[src/rtl/blur_pkg.sv]
// Shared types and constants for the blur pipeline front end.
package blur_pkg;

  localparam int HCOUNT_W     = 11;
  localparam int VCOUNT_W     = 10;
  localparam int HRES_DEFAULT = 1280;
  localparam int VRES_DEFAULT = 720;

  typedef logic [15:0] pixel_t;

  typedef enum logic [1:0] {
    IDLE,
    STREAM,
    FLUSH,
    DONE
  } state_t;

endpackage

[src/rtl/flush_pixel_gen.sv]
// Produces the dummy-pixel coordinates that drain the blur line buffer after
// a frame: hcount 0..HRES-1 on rows VRES..VRES+FLUSH_LINES-1, one per cycle.
module flush_pixel_gen
  import blur_pkg::*;
#(
  parameter int HRES        = HRES_DEFAULT,
  parameter int VRES        = VRES_DEFAULT,
  parameter int FLUSH_LINES = 1
) (
  input  logic                clk_in,
  input  logic                rst_in,
  input  logic                start_in,
  output logic                valid_out,
  output logic [HCOUNT_W-1:0] hcount_out,
  output logic [VCOUNT_W-1:0] vcount_out,
  output logic                last_out
);

  localparam logic [HCOUNT_W-1:0] H_LAST  = HCOUNT_W'(HRES - 1);
  localparam logic [VCOUNT_W-1:0] V_FIRST = VCOUNT_W'(VRES);
  localparam logic [VCOUNT_W-1:0] V_LAST  = VCOUNT_W'(VRES + FLUSH_LINES - 1);

  logic                active_q, active_d;
  logic [HCOUNT_W-1:0] h_q, h_d;
  logic [VCOUNT_W-1:0] v_q, v_d;
  logic                last;

  assign last = active_q && (h_q == H_LAST) && (v_q == V_LAST);

  always_comb begin
    active_d = active_q;
    h_d      = h_q;
    v_d      = v_q;
    if (start_in) begin
      active_d = 1'b1;
      h_d      = '0;
      v_d      = V_FIRST;
    end else if (active_q) begin
      if (last) begin
        active_d = 1'b0;
        h_d      = '0;
        v_d      = V_FIRST;
      end else if (h_q == H_LAST) begin
        h_d = '0;
        v_d = v_q + VCOUNT_W'(1);
      end else begin
        h_d = h_q + HCOUNT_W'(1);
      end
    end
  end

  always_ff @(posedge clk_in or posedge rst_in) begin
    if (rst_in) begin
      active_q <= 1'b0;
      h_q      <= '0;
      v_q      <= V_FIRST;
    end else begin
      active_q <= active_d;
      h_q      <= h_d;
      v_q      <= v_d;
    end
  end

  assign valid_out  = active_q;
  assign hcount_out = h_q;
  assign vcount_out = v_q;
  assign last_out   = last;

endmodule

[src/rtl/blur_frame_sequencer.sv]
// Forwards one camera frame at a time into blur_filter, then stalls upstream
// and injects flush lines. Optional drop counter: BLUR_SEQ_DROP_CNT_EN.
//
// state  | meaning
// IDLE   | waiting for an enabled (0,0) pixel; everything else is discarded
// STREAM | forwarding pixels; (0,0) here is a sync error / frame restart
// FLUSH  | upstream stalled, zero pixels on rows VRES.. drain the line buffer
// DONE   | one cycle: frame_done pulse and frame count increment
module blur_frame_sequencer
  import blur_pkg::*;
#(
  parameter int HRES        = HRES_DEFAULT,
  parameter int VRES        = VRES_DEFAULT,
  parameter int FLUSH_LINES = 1
) (
  input  logic                clk_in,
  input  logic                rst_in,
  input  logic                enable_in,
  input  logic                data_valid_in,
  input  logic [15:0]         pixel_data_in,
  input  logic [HCOUNT_W-1:0] hcount_in,
  input  logic [VCOUNT_W-1:0] vcount_in,
  output logic                ready_out,
  output logic                data_valid_out,
  output logic [15:0]         pixel_data_out,
  output logic [HCOUNT_W-1:0] hcount_out,
  output logic [VCOUNT_W-1:0] vcount_out,
  output logic                flushing_out,
  output logic                frame_done_out,
  output logic [15:0]         frame_count_out,
`ifdef BLUR_SEQ_DROP_CNT_EN
  output logic [15:0]         drop_count_out,
`endif
  output logic                sync_err_out
);

  if (FLUSH_LINES < 1 || FLUSH_LINES > 3) begin : g_flush_lines_chk
    $error("blur_frame_sequencer: FLUSH_LINES must be 1..3");
  end
  if (VRES + FLUSH_LINES - 1 > (1 << VCOUNT_W) - 1) begin : g_vcount_w_chk
    $error("blur_frame_sequencer: vcount width cannot hold VRES+FLUSH_LINES-1");
  end
  if (HRES - 1 > (1 << HCOUNT_W) - 1) begin : g_hcount_w_chk
    $error("blur_frame_sequencer: hcount width cannot hold HRES-1");
  end

  localparam logic [HCOUNT_W-1:0] H_LAST = HCOUNT_W'(HRES - 1);
  localparam logic [VCOUNT_W-1:0] V_LAST = VCOUNT_W'(VRES - 1);

  state_t              state_q, state_d;
  logic                ready_q, ready_d;
  logic                valid_q, valid_d;
  pixel_t              pix_q, pix_d;
  logic [HCOUNT_W-1:0] hc_q, hc_d;
  logic [VCOUNT_W-1:0] vc_q, vc_d;
  logic                flushing_q, flushing_d;
  logic                done_q, done_d;
  logic [15:0]         count_q, count_d;
  logic                sync_err_q, sync_err_d;

  logic                is_first, is_last, accept, flush_start;
  logic                gen_valid, gen_last;
  logic [HCOUNT_W-1:0] gen_h;
  logic [VCOUNT_W-1:0] gen_v;

  flush_pixel_gen #(
    .HRES        (HRES),
    .VRES        (VRES),
    .FLUSH_LINES (FLUSH_LINES)
  ) u_flush_gen (
    .clk_in     (clk_in),
    .rst_in     (rst_in),
    .start_in   (flush_start),
    .valid_out  (gen_valid),
    .hcount_out (gen_h),
    .vcount_out (gen_v),
    .last_out   (gen_last)
  );

  assign is_first = (hcount_in == '0) && (vcount_in == '0);
  assign is_last  = (hcount_in == H_LAST) && (vcount_in == V_LAST);

  // ready_q is zero in FLUSH/DONE, so those states never accept.
  assign accept = data_valid_in && ready_q &&
                  ((state_q == STREAM) || ((state_q == IDLE) && enable_in && is_first));

  always_comb begin
    state_d     = state_q;
    valid_d     = 1'b0;
    pix_d       = pix_q;
    hc_d        = hc_q;
    vc_d        = vc_q;
    flushing_d  = 1'b0;
    done_d      = 1'b0;
    count_d     = count_q;
    sync_err_d  = sync_err_q;
    flush_start = 1'b0;

    if (accept) begin
      valid_d = 1'b1;
      pix_d   = pixel_data_in;
      hc_d    = hcount_in;
      vc_d    = vcount_in;
    end

    unique case (state_q)
      IDLE: begin
        if (accept) begin
          state_d     = is_last ? FLUSH : STREAM;
          flush_start = is_last;
        end
      end
      STREAM: begin
        if (accept) begin
          if (is_last) begin
            state_d     = FLUSH;
            flush_start = 1'b1;
          end else if (is_first) begin
            sync_err_d = 1'b1;
          end
        end
      end
      FLUSH: begin
        valid_d    = gen_valid;
        pix_d      = '0;
        hc_d       = gen_h;
        vc_d       = gen_v;
        flushing_d = gen_valid;
        if (gen_last) state_d = DONE;
      end
      DONE: begin
        done_d  = 1'b1;
        count_d = count_q + 16'd1;
        state_d = IDLE;
      end
      default: state_d = IDLE;
    endcase

    ready_d = (state_d == IDLE) || (state_d == STREAM);
  end

  always_ff @(posedge clk_in or posedge rst_in) begin
    if (rst_in) begin
      state_q    <= IDLE;
      ready_q    <= 1'b0;
      valid_q    <= 1'b0;
      pix_q      <= '0;
      hc_q       <= '0;
      vc_q       <= '0;
      flushing_q <= 1'b0;
      done_q     <= 1'b0;
      count_q    <= '0;
      sync_err_q <= 1'b0;
    end else begin
      state_q    <= state_d;
      ready_q    <= ready_d;
      valid_q    <= valid_d;
      pix_q      <= pix_d;
      hc_q       <= hc_d;
      vc_q       <= vc_d;
      flushing_q <= flushing_d;
      done_q     <= done_d;
      count_q    <= count_d;
      sync_err_q <= sync_err_d;
    end
  end

`ifdef BLUR_SEQ_DROP_CNT_EN
  logic [15:0] drop_q, drop_d;

  always_comb begin
    drop_d = drop_q;
    if (data_valid_in && !accept && (drop_q != 16'hFFFF)) drop_d = drop_q + 16'd1;
  end

  always_ff @(posedge clk_in or posedge rst_in) begin
    if (rst_in) drop_q <= '0;
    else        drop_q <= drop_d;
  end

  assign drop_count_out = drop_q;
`endif

  assign ready_out       = ready_q;
  assign data_valid_out  = valid_q;
  assign pixel_data_out  = pix_q;
  assign hcount_out      = hc_q;
  assign vcount_out      = vc_q;
  assign flushing_out    = flushing_q;
  assign frame_done_out  = done_q;
  assign frame_count_out = count_q;
  assign sync_err_out    = sync_err_q;

endmodule

[config.mk]
export PLATFORM = sky130hd
export DESIGN_NAME = blur_frame_sequencer
export DESIGN_NICKNAME = d
export VERILOG_FILES = /design/src/rtl/blur_pkg.sv /design/src/rtl/flush_pixel_gen.sv /design/src/rtl/blur_frame_sequencer.sv
export SDC_FILE = /design/constraint.sdc
export NUM_CORES = 1
export LEC_CHECK = 0
export ABC_CLOCK_PERIOD_IN_PS = 6500
export CORE_ASPECT_RATIO = 0.9
export CORE_MARGIN = 5
export CORE_UTILIZATION = 53
export DETAILED_ROUTE_END_ITERATION = 6
export PLACE_DENSITY = 0.95
export SKIP_LAST_GASP = 1
export SLEW_MARGIN = 0
export SYNTH_ARGS = -nofsm -noshare
export SYNTH_HDL_FRONTEND = slang
export SYNTH_HIERARCHICAL = 1
export SYNTH_SLANG_ARGS = --single-unit
[constraint.sdc]
create_clock -name clk_in -period 6.5 [get_ports clk_in]
set_clock_uncertainty 0.1 [all_clocks]
set_input_delay 1.95 -clock clk_in [delete_from_list [all_inputs] [get_ports clk_in]]
set_output_delay 1.95 -clock clk_in [all_outputs]
set_load 0.03 [all_outputs]
==> summary.txt <==
Status
  • Outcome: complete, no violations

CTS
  • Setup bufs post-CTS: 0
  • H-Tree Depth: 3
  • Worst-path clk slew: 0.09 ns
  • Post-CTS sizing: 0
  • Num CTS Buffers: 9
  • Post-CTS Hold Buffers: 0
  • Worst skew pair latency: 0.35 ns
  • Max clock buf depth: 2
  • CTS Sinks: just over 80
  • Clock tree from TritonCTS: yes
  • Clock root cell: clkbuf_8

Detailed routing
  • Number of remaining DRC errors: 0
  • Drt wl/cell: 17.9 um
  • Final WL: 10.1 mm
  • Met2 Wirelength: between 4 and 5 mm
  • Post-detailed-route count of antenna-violating nets: 0
  • Routed met3 length: 903 um
  • Initial DRT Pass Iterations: 5
  • Initial DRC Count: between 200 and 300
  • Max layer used: met4
  • Overall via count from detail_route: 3370
  • Vias per cell: around 6.0
  • WL met1: 4.47 mm

GRT
  • Pin count of the biggest net entering global routing: between 50 and 60
  • Initial antenna violation count: 0
  • Gr usage total: 22.4%
  • Grt total ovfl: 0
  • First-pass GRT wire length: 16.6 mm
  • Vias in the first global route: between 3k and 4k

Floorplan
  • # IOs: between 90 and 100
  • CORE AREA: between 7000 and 8000 um^2
  • DIE WIDTH: a little over 100 um
  • Die ar.: 9330 um^2
  • Die H: about 92 um
  • Initial Util: a little over half
  • Site Rows: 30

Final layout
  • Diodes inserted: 0
  • Filler cells: roughly 550
  • Share of layout cells above drive strength 1: 8.32%
  • Syn-to-layout area delta: 30.6%
  • Final core occ: 69.8%
  • Layout Nets: 509

STA
  • Setup repair after global routing missed its margin: false
  • Period utilisation layout: between 60% and 70%
  • Setup violations, final: 0
  • Max frequency: 239 MHz
  • TNS Setup: 0 ns
  • Worst Max-Slew Pin Slew: roughly 1 ns
  • Count of final hold-check violations: 0
  • Fin crit period: 4.18 ns
  • PnR worst setup slack: roughly 2.3 ns
  • Fin. max-slew vios: 0
  • Relative slew slack: about a third

Synthesis
  • Mapped Cells: 373
  • Count leader, synth: dfrtp_1
  • Number of synthesized register bits: 82
  • Post-synth top area share: 49.1%
  • Top FF cell, synth: dfrtp_1
  • Yosys cell types: 50
  • Cell Area, Synth: approximately 4000 um^2
  • Syn_area_per_cell: around 11 um^2
  • Post-synthesis sequential area ratio: approximately half
  • Number of synthesized flops with an enable pin: 0
  • Mapped Nets: roughly 420
  • Top cells by count, synth: 78 x dfrtp_1, 24 x o21ai_0, 23 x inv_1
  • Ys Warns: 6
  • Largest area contributor in the netlist: dfrtp_1
  • Synth top area cells: dfrtp_1 49%, a22o_1 4.4%, a21o_1 4.0%
  • Post-synthesis async set-or-reset flop share: 100%

Worst setup path
  • R2r setup slk: 4.07 ns
  • Reg2Reg Capture Point: u_flush_gen/hcount_out[9]$_DFFE_PP0P_
  • Reg2reg start: state_q[1]$_DFF_PP0_
  • Crit path required time: about 6.7 ns
  • Critical path endpoint category: flop
  • Setup CP Type: input pin to flop
  • Max FO, Critical Path: 3
  • FF-to-FF path depth: 7
  • Crit path launch type: input pin
  • Worst Path Arrival: approximately 4.4 ns

Power
  • Pwr/cell area: 204 nW/um^2
  • Leak: between 2 and 2.5 nW
  • Worst IR Drop VDD: between 0.1 and 0.15 mV

Min path
  • Hold/Removal Path Class: flop to flop
  • Hold path cells: 1
  • Hold Path Sink: hcount_out[5]$_DFFE_PP0P_
  • Critical hold path startpoint: hcount_out[5]$_DFFE_PP0P_

Place
  • DP Wirelength: ~7.2 mm
  • GP Congestion: 0.913
  • Port Buffers: between 90 and 100
  • Post-place setup slack: 2.02 ns

Flow run
  • Max cap viols: 0
-- through the flow --
stage | power (mW) | hold WS, ns | area [um^2] | instances
detailed placement | 0.720 | 0.366 | 5000 | 549
global placement | 0.717 | 0.338 | 5000 | 549
global route | 1.10 | 0.409 | 5180 | 565
floorplan | 0.637 | 0.362 | 3970 | 373
finish | 1.06 | 0.385 | 5180 | 565
CTS | 1.07 | 0.389 | 5180 | 565
-- layer usage --
layer	global-route usage [%]	vias to the layer above
met4	5.98	0
li1	-	1550
met3	5.10	11
met5	0	-
met2	33.3	168
met1	32.9	1641
-- power breakdown --
| group | switching, mW | internal [mW] | total [mW] |
|---|---|---|---|
| sequential | 0.0132 | 0.531 | 0.544 |
| clock | 0.194 | 0.154 | 0.347 |
| combinational | 0.0895 | 0.0761 | 0.166 |
| total | 0.296 | 0.761 | 1.06 |
-- state kept, by name, summed over array words and instances, names as in the netlist, named ones only --
signal	cells
u_flush_gen/vcount_out	10
ready_out	1
pixel_data_out	16
frame_count_out	16
sync_err_out	1
state_q	1
u_flush_gen/valid_out	1
data_valid_out	1
hcount_out	11
vcount_out	10
flushing_out	1
u_flush_gen/hcount_out	11
frame_done_out	1
-- cell type report --
cell class / instances / area (um^2) / area share, %
inverter: 23 / 86.3 / 1.67
clock buffer: 10 / 138 / 2.65
clock inverter: 6 / 50.0 / 0.965
timing repair buffer: 103 / 1020 / 19.6
multi-input combinational: 245 / 1720 / 33.1
tap: 96 / 120 / 2.32
sequential: 82 / 2060 / 39.7
-- worst max-delay path, stage by stage --
cell	delay [ns]
clkdlybuf4s50_1	0.54
nand4_1	0.16
nor4_1	0.31
and4_1	0.25
o211a_1	0.19
or4b_2	0.62
xor2_1	0.17
nor3_1	0.14
-- how the worst max path moves through the flow --
stage / from / endpoint
floorplan: data_valid_in / u_flush_gen/hcount_out[9]$_DFFE_PP0P_
global placement: vcount_in[7] / u_flush_gen/hcount_out[9]$_DFFE_PP0P_
detailed placement: vcount_in[7] / u_flush_gen/hcount_out[9]$_DFFE_PP0P_
CTS: vcount_in[7] / u_flush_gen/hcount_out[9]$_DFFE_PP0P_
global route: vcount_in[7] / u_flush_gen/hcount_out[9]$_DFFE_PP0P_
finish: vcount_in[7] / u_flush_gen/hcount_out[9]$_DFFE_PP0P_
-- cell usage in the layout (no fill, tap or decap), types with 2 or more instances in the layout --
cell type | synthesis | routed
or3_1 | 5 | 5
o31ai_1 | 4 | 4
nor3_1 | 6 | 6
mux2_2 | 2 | 2
o32a_1 | 3 | 3
nand4_1 | 9 | 9
inv_1 | 23 | 22
dfrtp_1 | 78 | 78
nand2_1 | 17 | 17
a22o_1 | 20 | 20
nand4_4 | 2 | 2
and4_1 | 5 | 5
nor2b_1 | 5 | 4
nor3_2 | 2 | 2
o21ai_0 | 24 | 24
a21o_1 | 21 | 21
ha_1 | 4 | 4
nand2b_1 | 3 | 3
clkdlybuf4s50_1 | 0 | 98
nand3_1 | 14 | 14
and3_1 | 6 | 6
o41ai_1 | 16 | 16
and2_1 | 6 | 5
buf_4 | 0 | 5
and3b_1 | 2 | 2
a21oi_1 | 10 | 10
clkbuf_8 | 0 | 10
clkinv_4 | 0 | 2
nor2_1 | 15 | 15
dfstp_2 | 4 | 4
xnor2_1 | 10 | 10
nor4_1 | 6 | 6
or4_1 | 2 | 2
xor2_1 | 11 | 11
-- cells by family after synthesis --
| group | Yosys count | synth area share (%) |
|---|---|---|
| AND/OR/NAND/NOR | 113 | 17.2 |
| AO/OA/AOI/OAI | 105 | 19.4 |
| flip-flops | 82 | 51.8 |
| buffers and inverters | 46 | 5.10 |
| XOR/XNOR | 21 | 4.63 |
| adder cells (fa/ha/maj) | 4 | 1.26 |
| multiplexers | 2 | 0.567 |
Note: power is estimated with default switching activity, not from simulation.
